[config.mk]
export PLATFORM = sky130hd
export DESIGN_NAME = paddle_input_arbiter_flat
export DESIGN_NICKNAME = d
export VERILOG_FILES = /design/src/rtl/paddle_input_arbiter_if.sv /design/src/rtl/paddle_input_arbiter.sv /design/src/flat_wrapper.sv
export SDC_FILE = /design/constraint.sdc
export NUM_CORES = 1
export LEC_CHECK = 0
export ABC_AREA = 1
export BUFFER_PORTS_ARGS = -buffer_cell sky130_fd_sc_hd__buf_2
export CAP_MARGIN = 40
export CORE_UTILIZATION = 35
export DETAILED_ROUTE_END_ITERATION = 6
export PLACE_DENSITY = 0.6
export SYNTH_ARGS = -nofsm -noshare
export SYNTH_HDL_FRONTEND = slang
export SYNTH_SLANG_ARGS = --single-unit
[constraint.sdc]
create_clock -name clk -period 2.9 [get_ports clk]
set_input_delay 0.29 -clock clk [delete_from_list [all_inputs] [get_ports clk]]
set_output_delay 0.29 -clock clk [all_outputs]
set_load 0.03 [all_outputs]
[src/rtl/paddle_input_arbiter_if.sv]
// rtl/paddle_input_arbiter_if.sv - control and command signals of the paddle input arbiter
interface paddle_input_arbiter_if #(
    parameter int PLAYERS = 2
);
    logic [1:0]           input_mode;
    logic [2*PLAYERS-1:0] btn_n;
    logic [7:0]           rx_data;
    logic                 rx_valid;
    logic [PLAYERS-1:0]   paddle_up;
    logic [PLAYERS-1:0]   paddle_down;
    logic                 mode_settling;

    modport master (
        output input_mode, btn_n, rx_data, rx_valid,
        input  paddle_up, paddle_down, mode_settling
    );

    modport slave (
        input  input_mode, btn_n, rx_data, rx_valid,
        output paddle_up, paddle_down, mode_settling
    );
endinterface

[src/rtl/paddle_input_arbiter.sv]
// rtl/paddle_input_arbiter.sv - button/keyboard paddle command arbiter with settle blanking and hold timers
module paddle_input_arbiter #(
    parameter int                   PLAYERS       = 2,
    parameter int                   HOLD_CYCLES   = 30000000,
    parameter int                   SETTLE_CYCLES = 1024,
    parameter logic [8*2*PLAYERS-1:0] KEY_MAP     = {"l", "o", "s", "w"},
    parameter logic [7:0]           STOP_KEY      = 8'h20
) (
    input  logic                  clk,
    input  logic                  rst,
    paddle_input_arbiter_if.slave bus
);
    localparam int TW = (HOLD_CYCLES > 0) ? $clog2(HOLD_CYCLES + 1) : 1;
    localparam int SW = (SETTLE_CYCLES > 0) ? $clog2(SETTLE_CYCLES + 1) : 1;

    logic [1:0]                  r_mode_q,     w_mode_q_nxt;
    logic [SW-1:0]               r_settle_cnt, w_settle_nxt;
    logic [PLAYERS-1:0]          r_up_k,       w_up_k_nxt;
    logic [PLAYERS-1:0]          r_dn_k,       w_dn_k_nxt;
    logic [PLAYERS-1:0][TW-1:0]  r_up_tmr,     w_up_tmr_nxt;
    logic [PLAYERS-1:0][TW-1:0]  r_dn_tmr,     w_dn_tmr_nxt;
    logic [PLAYERS-1:0]          r_paddle_up;
    logic [PLAYERS-1:0]          r_paddle_down;
    logic                        r_settling,   w_settling_nxt;
    logic [PLAYERS-1:0]          w_req_up;
    logic [PLAYERS-1:0]          w_req_dn;

    // Letters compare with bit 5 ignored so upper and lower case map to the same key.
    function automatic logic key_match(input logic [7:0] a, input logic [7:0] b);
        return (a & 8'hDF) == (b & 8'hDF);
    endfunction

    // Next-state of mode tracking, settle counter and key latches, plus the raw requests.
    always_comb begin
        w_mode_q_nxt   = r_mode_q;
        w_settle_nxt   = r_settle_cnt;
        w_up_k_nxt     = r_up_k;
        w_dn_k_nxt     = r_dn_k;
        w_up_tmr_nxt   = r_up_tmr;
        w_dn_tmr_nxt   = r_dn_tmr;
        w_settling_nxt = 1'b0;
        w_req_up       = '0;
        w_req_dn       = '0;

        if (bus.input_mode != r_mode_q) begin
            w_mode_q_nxt   = bus.input_mode;
            w_settle_nxt   = SW'(SETTLE_CYCLES);
            w_settling_nxt = 1'b1;
            w_up_k_nxt     = '0;
            w_dn_k_nxt     = '0;
            w_up_tmr_nxt   = '0;
            w_dn_tmr_nxt   = '0;
        end else if (r_settle_cnt != '0) begin
            // Blanking: bytes are dropped and latches are held clear.
            w_settle_nxt   = r_settle_cnt - SW'(1);
            w_settling_nxt = 1'b1;
            w_up_k_nxt     = '0;
            w_dn_k_nxt     = '0;
            w_up_tmr_nxt   = '0;
            w_dn_tmr_nxt   = '0;
        end else begin
            case (r_mode_q)
                2'd0: begin
                    for (int p = 0; p < PLAYERS; p++) begin
                        w_req_up[p] = ~bus.btn_n[2*p];
                        w_req_dn[p] = ~bus.btn_n[2*p+1];
                    end
                    w_up_k_nxt   = '0;
                    w_dn_k_nxt   = '0;
                    w_up_tmr_nxt = '0;
                    w_dn_tmr_nxt = '0;
                end
                2'd1: begin
                    // Age the timers first so a same-cycle reload below overrides expiry.
                    for (int p = 0; p < PLAYERS; p++) begin
                        if (r_up_tmr[p] != '0) begin
                            w_up_tmr_nxt[p] = r_up_tmr[p] - TW'(1);
                            if (r_up_tmr[p] == TW'(1)) w_up_k_nxt[p] = 1'b0;
                        end
                        if (r_dn_tmr[p] != '0) begin
                            w_dn_tmr_nxt[p] = r_dn_tmr[p] - TW'(1);
                            if (r_dn_tmr[p] == TW'(1)) w_dn_k_nxt[p] = 1'b0;
                        end
                    end
                    if (bus.rx_valid) begin
                        if (bus.rx_data == STOP_KEY) begin
                            w_up_k_nxt   = '0;
                            w_dn_k_nxt   = '0;
                            w_up_tmr_nxt = '0;
                            w_dn_tmr_nxt = '0;
                        end else begin
                            for (int p = 0; p < PLAYERS; p++) begin
                                if (key_match(bus.rx_data, KEY_MAP[16*p +: 8])) begin
                                    w_up_k_nxt[p]   = 1'b1;
                                    w_up_tmr_nxt[p] = TW'(HOLD_CYCLES);
                                    w_dn_k_nxt[p]   = 1'b0;
                                    w_dn_tmr_nxt[p] = '0;
                                end
                                if (key_match(bus.rx_data, KEY_MAP[16*p+8 +: 8])) begin
                                    w_dn_k_nxt[p]   = 1'b1;
                                    w_dn_tmr_nxt[p] = TW'(HOLD_CYCLES);
                                    w_up_k_nxt[p]   = 1'b0;
                                    w_up_tmr_nxt[p] = '0;
                                end
                            end
                        end
                    end
                    w_req_up = w_up_k_nxt;
                    w_req_dn = w_dn_k_nxt;
                end
                default: begin
                    w_up_k_nxt   = '0;
                    w_dn_k_nxt   = '0;
                    w_up_tmr_nxt = '0;
                    w_dn_tmr_nxt = '0;
                end
            endcase
        end
    end

    // State register; outputs are flops with opposing requests cancelled per player.
    always_ff @(posedge clk) begin
        if (rst) begin
            r_mode_q      <= bus.input_mode;
            r_settle_cnt  <= SW'(SETTLE_CYCLES);
            r_up_k        <= '0;
            r_dn_k        <= '0;
            r_up_tmr      <= '0;
            r_dn_tmr      <= '0;
            r_paddle_up   <= '0;
            r_paddle_down <= '0;
            r_settling    <= 1'b1;
        end else begin
            r_mode_q      <= w_mode_q_nxt;
            r_settle_cnt  <= w_settle_nxt;
            r_up_k        <= w_up_k_nxt;
            r_dn_k        <= w_dn_k_nxt;
            r_up_tmr      <= w_up_tmr_nxt;
            r_dn_tmr      <= w_dn_tmr_nxt;
            r_paddle_up   <= w_req_up & ~w_req_dn;
            r_paddle_down <= w_req_dn & ~w_req_up;
            r_settling    <= w_settling_nxt;
        end
    end

    assign bus.paddle_up     = r_paddle_up;
    assign bus.paddle_down   = r_paddle_down;
    assign bus.mode_settling = r_settling;
endmodule

[src/flat_wrapper.sv]
// flat-port wrapper written by rule: the top's interface ports become plain ports
module paddle_input_arbiter_flat 
#(
    parameter int                   PLAYERS       = 2,
    parameter int                   HOLD_CYCLES   = 30000000,
    parameter int                   SETTLE_CYCLES = 1024,
    parameter logic [8*2*PLAYERS-1:0] KEY_MAP     = {" ", " ", " ", " "},
    parameter logic [7:0]           STOP_KEY      = 8'h20
)
  (clk, rst, bus_input_mode, bus_btn_n, bus_rx_data, bus_rx_valid, bus_paddle_up, bus_paddle_down, bus_mode_settling);
  paddle_input_arbiter_if #(.PLAYERS(PLAYERS)) bus_i ();
  input  logic clk;
  input  logic rst;
  input wire logic [$bits(bus_i.input_mode)-1:0] bus_input_mode;
  input wire logic [$bits(bus_i.btn_n)-1:0] bus_btn_n;
  input wire logic [$bits(bus_i.rx_data)-1:0] bus_rx_data;
  input wire logic [$bits(bus_i.rx_valid)-1:0] bus_rx_valid;
  output wire logic [$bits(bus_i.paddle_up)-1:0] bus_paddle_up;
  output wire logic [$bits(bus_i.paddle_down)-1:0] bus_paddle_down;
  output wire logic [$bits(bus_i.mode_settling)-1:0] bus_mode_settling;
  assign bus_i.input_mode = bus_input_mode;
  assign bus_i.btn_n = bus_btn_n;
  assign bus_i.rx_data = bus_rx_data;
  assign bus_i.rx_valid = bus_rx_valid;
  assign bus_paddle_up = bus_i.paddle_up;
  assign bus_paddle_down = bus_i.paddle_down;
  assign bus_mode_settling = bus_i.mode_settling;
  paddle_input_arbiter #(.PLAYERS(PLAYERS), .HOLD_CYCLES(HOLD_CYCLES), .SETTLE_CYCLES(SETTLE_CYCLES), .KEY_MAP(KEY_MAP), .STOP_KEY(STOP_KEY)) u_core (.clk(clk), .rst(rst), .bus(bus_i));
endmodule
=== Word level (Yosys, flattened, before mapping) ===
Index checks and enable logic that the tools add are counted.

* Logic and storage cells: 79
* Input bits: 17
* Output and inout bits: 5
* Bits in registers: 122

* Bitwise operators: 9
* Multiplexer cells: 37
* Reductions and logical operators: 10
* Equality and inequality tests: 7
* Add/subtract/negate cells: 5

{| class="wikitable"
|+ Operators with widths
! operator !! count
|-
| 25-bit two-way mux || 8
|-
| 50-bit two-way mux || 4
|-
| 25-bit by 1-bit == test with 1-bit output, second input constant || 4
|-
| 25-bit nonzero test || 4
|-
| 25-bit by 1-bit subtractor with 25-bit output, second input constant || 4
|-
| 2-bit two-way mux || 10
|-
| 1-bit two-way mux || 13
|-
| 11-bit nonzero test || 1
|-
| 11-bit by 1-bit subtractor with 11-bit output, second input constant || 1
|-
| 8-bit by 6-bit == test with 1-bit output, second input constant || 1
|-
| 8-bit logical NOT || 1
|-
| 2-bit one-hot mux with 2 select lines || 2
|-
| 1-bit NOT || 5
|-
| 2-bit bitwise AND || 2
|-
| 2-bit NOT || 2
|-
| 4-bit OR reduction || 1
|-
| 2-bit by 1-bit == test with 1-bit output, second input constant || 1
|-
| 2-bit logical NOT || 1
|-
| 2-bit inequality test || 1
|-
| 2-bit nonzero test || 1
|-
| 2-bit OR reduction || 1
|}

=== Longest topological paths before layout ===
* Depth after elaboration: 11
* Gate-level depth with buffers: 13
* Gate-level depth less buffers: 13

=== Least setup slack after synthesis ===
Ideal clock, no wire load.

* Path kind: register to register
* From: register u_core.r_up_tmr[0] (netlist name)
* To: register u_core.r_up_tmr[18] (netlist name)
* Clock period less this slack: 1.674 ns
* Buffers on the path: 0
* Path slack: 1.226 ns
* Data required time: 2.784 ns
* Arrival time: 1.559 ns
* Stages on the path, launching flop included: 10
* Setup time: 0.116 ns
* Cell sequence: dfxtp_1 -> inv_1 -> ha_1 -> inv_1 -> nor2_2 -> nand3_1 -> nor3_2 -> nand2_1 -> o21ai_0 -> nor2_1

* Longest elaborated chain between the ends: 5
* Elaborated cells on any way between the ends: 6
* Classes of those cells: add/sub: 1; mux: 4; reduce/logical: 1

{| class="wikitable"
|+ Ends and longest elaborated chain
! item !! RTL line !! RTL
|-
| from (decl) || paddle_input_arbiter.sv:20 || <nowiki>logic [PLAYERS-1:0][TW-1:0] r_up_tmr, w_up_tmr_nxt;</nowiki>
|-
| from (signal assigned) || paddle_input_arbiter.sv:138 || <nowiki>r_up_tmr <= w_up_tmr_nxt;</nowiki>
|-
| 25-bit by 1-bit subtractor with 25-bit output or 25-bit nonzero test (tied branches) || paddle_input_arbiter.sv:77, paddle_input_arbiter.sv:76 ||
|-
| 25-bit two-way mux (*) || paddle_input_arbiter.sv:76 || <nowiki>if (r_up_tmr[p] != '0) begin</nowiki>
|-
| 25-bit two-way mux || paddle_input_arbiter.sv:99 || <nowiki>if (key_match(bus.rx_data, KEY_MAP[16*p+8 +: 8])) begin</nowiki>
|-
| 50-bit two-way mux || paddle_input_arbiter.sv:86 || <nowiki>if (bus.rx_data == STOP_KEY) begin</nowiki>
|-
| 50-bit two-way mux (*) || paddle_input_arbiter.sv:85 || <nowiki>if (bus.rx_valid) begin</nowiki>
|}

Every way passes the cells marked *; elsewhere a longest branch is shown, timed or not.
A chain may end at the register's enable or synchronous reset.

=== Worst setup path in the final report ===
* From: register u_core.r_settle_cnt[0]
* To: register u_core.r_dn_tmr[4] (netlist name)

* Longest elaborated chain between the ends: 2

{| class="wikitable"
|+ Ends and longest elaborated chain
! item !! RTL line !! RTL
|-
| from (decl) || paddle_input_arbiter.sv:17 || <nowiki>logic [SW-1:0] r_settle_cnt, w_settle_nxt;</nowiki>
|-
| from (signal assigned) || paddle_input_arbiter.sv:125 || <nowiki>r_settle_cnt <= SW'(SETTLE_CYCLES);</nowiki>
|-
| from (signal assigned) || paddle_input_arbiter.sv:135 || <nowiki>r_settle_cnt <= w_settle_nxt;</nowiki>
|-
| 11-bit nonzero test || paddle_input_arbiter.sv:53 || <nowiki>end else if (r_settle_cnt != '0) begin</nowiki>
|-
| 4-bit OR reduction (no source line) || -- ||
|-
| to (signal assigned) || paddle_input_arbiter.sv:139 || <nowiki>r_dn_tmr <= w_dn_tmr_nxt;</nowiki>
|-
| to (decl) || paddle_input_arbiter.sv:21 || <nowiki>logic [PLAYERS-1:0][TW-1:0] r_dn_tmr, w_dn_tmr_nxt;</nowiki>
|}

Every way passes these cells.

==> qor.yml <==
htreeDepth: 4
yosys-top-cells-count: "nand2_1 (206), nor2_1 (203), inv_1 (161)"
ios: 22
synth_seq_cells: 122
initial_utilization: 0.362
seqPwrFrac: 0.438
switchingPower_mw: 0.928
cp.required_ns: 3.24
grt_pass1_wl_um: 26100
r2r_cells: 11
whs_path_depth: 1
crit_cells: 11
cts_root_buffer: "clkbuf_16"
synth-edff-count: 2
stdcell_count: 1278
arrival_ns: 2.51
ys.warnings.count: 0
ys_types: 45
p_int_mw: 3.03
ir_drop_uv: 474
ys_seq_area_frac: 0.374
nNetsFinal: 1066
crit_type: "reg -> reg"
drv_cap: 0
die_area_um2: 19400
grt.total_usage: 0.165
synth_fp_nets: 1034
netlist_top_cells_area: "dfxtp_1 (36%), nand2_1 (12%), nor2_1 (12%)"
drc: 0
cts_buffers: 17
switching_share: 0.235
cts_buffer_depth: 2
power_mw: 3.95
synth.largest_area_cell: "dfxtp_1"
core_um2: 18200
synth_top_area_frac: 0.364
p_leak_nw: 3.50
tightest_slew_ns: 0.908
period_share: 0.748
diodes: 0
cp_slowest_cell: "nor2_8"
cts_resized: 0
cp_num_buf_inv: 3
areaGrowthSynthToFinish_pct: 13.2
multiInputGateArea_um2: 3410
worst_skew_pair.late_latency_ns: 0.41
drt_pass1_iterations: 5
synthCells: 1006
wirelength_um: 15100
drive_gt1_frac: 0.0744
hold_path_class: "in -> reg"
status: "finished, final reports clean"
clk_pin_slew_ns: 0.06
timing.fmax_mhz: 461
setup_tns_ns: 0
grt_pass1_vias: 5552
place_hpwl_um: 11000
seq_area_um2: 2460
slew_violations: 0
start_kind: "flop"
comb_power_share: 0.071
row_count: 49
min_period_ns: 2.17
dr_total_vias: 6107
clkPwrFrac: 0.491
drt_iter0_markers: 452
die_w_um: 139
wl_per_cell_um: 11.8
cts_tree: "done"
setup_viol: 0
worstPathCellList: "inv_1 > ha_1 > nand2_1 > nor2_4 > nand3b_4 > clkinv_2 > nand2_8 > nor2_8 > buf_12 > o21ai_0 > a21oi_1"
vias_per_cell: 4.78
grt_max_degree: 32
fin_util: 0.410
fillers: 1894
die-height_um: 139
rsz0062_at_grt: "no"
syn_area_um2: 6590
fin_skew_ns: 0.0109
crit_fanout: 26
async_flop_share: 0
endpoint_kind: "flop"
grt-ovfl-total: 0
path_delay_family: "simple AND/OR/NAND/NOR gates"
gp_congestion: 0.857
critPathMaxStageDelay_ns: 0.34
synth_most_common_cell: "nand2_1"
cts-hold-fix-buffers: 0
slew_headroom: 0.389
antenna_found_initial: 0
port_buffers: 21
p_per_area_nw_per_um2: 530
post-cts-setup-buffers: 0
hold_viol: 0
cts.sinks: 122
placed_cells: 1248
synth_ff_type: "dfxtp_1"
ant_nets: 0
avgSynthCellArea_um2: 6.55
## logic make-up (layout without fill, tap and decap cells)
group / count (synthesis) / in the layout / synth area share
xor+xnor: 16 / 16 / 0.0213
flops: 122 / 122 / 0.374
compound gates: 131 / 131 / 0.111
fa+ha+maj: 11 / 11 / 0.0209
simple gates: 550 / 550 / 0.363
buf+inv: 176 / 219 / 0.110
## routing by layer
layer  track usage  wire (µm)
met2         0.262       6780
met3        0.0334        482
met4        0.0561        187
met1         0.223       7680
met5             0          0
## flip-flops by register name, summed over array words and instances (netlist names)
signal                    count
u_core.bus.mode_settling      1
u_core.bus.paddle_down        2
u_core.bus.paddle_up          2
u_core.r_dn_k                 2
u_core.r_dn_tmr              50
u_core.r_mode_q               2
u_core.r_settle_cnt          11
u_core.r_up_k                 2
u_core.r_up_tmr              50
## final timing paths
kind	end	slack [ns]	startpoint
setup / recovery	u_core.r_dn_tmr[4]	0.73	u_core.r_settle_cnt[0]
hold reg to reg	u_core.r_settle_cnt[10]	0.45	u_core.r_settle_cnt[10]
setup reg to reg	u_core.r_dn_tmr[4]	0.73	u_core.r_settle_cnt[0]
hold / removal	u_core.r_mode_q[0]	0.07	bus_input_mode[0]
## cell usage in the layout, fill, tap and decap left out, drive strengths merged
cell      count
a211oi        9
a21oi        65
a31oi         8
and2          1
and3          3
buf          24
bufinv        1
clkbuf       21
clkinv        9
clkinvlp      2
dfxtp       120
edfxtp        2
ha           11
inv         162
nand2       208
nand3        65
nand3b        4
nand4        24
nor2        209
nor3         20
nor3b         2
nor4          6
o21ai        42
o21bai        3
o22ai         1
o311a         1
o41ai         2
or2           8
xnor2         5
xor2         11
## power by group through the flow
stage	clock (mW)	combinational, mW	sequential, mW
after floorplan	0	0.232	1.76
after global placement	0	0.278	1.76
after detailed placement	0	0.281	1.76
after CTS	1.98	0.283	1.73
after global routing	2.06	0.320	1.73
final	1.94	0.281	1.73
## worst register-to-register path: cells and delay by family, from the launching register on
| kind | cells | cell delay (ns) |
|---|---|---|
| compound gates | 2 | 0.24 |
| fa+ha+maj | 1 | 0.23 |
| buf+inv | 3 | 0.47 |
| simple gates | 5 | 0.87 |
| flops | 1 | 0.29 |
## stage by stage
step / hold slack, ns / setup slack (ns) / cell area (µm²)
final: 0.0736 / 0.732 / 7460
after global routing: 0.0568 / 0.541 / 7460
after CTS: 0.0613 / 0.727 / 7460
after detailed placement: 0.438 / 0.755 / 6930
after global placement: 0.438 / 0.808 / 6930
after floorplan: 0.389 / 1.23 / 6590
## layout make-up
class,count,share of cell area
multi-input combinational,708,0.456
sequential,122,0.330
inverter,165,0.0848
clock buffer,21,0.0617
tap,229,0.0384
timing repair buffer,24,0.0188
clock inverter,9,0.0101
No activity file was read; power rests on OpenSTA's default activity.
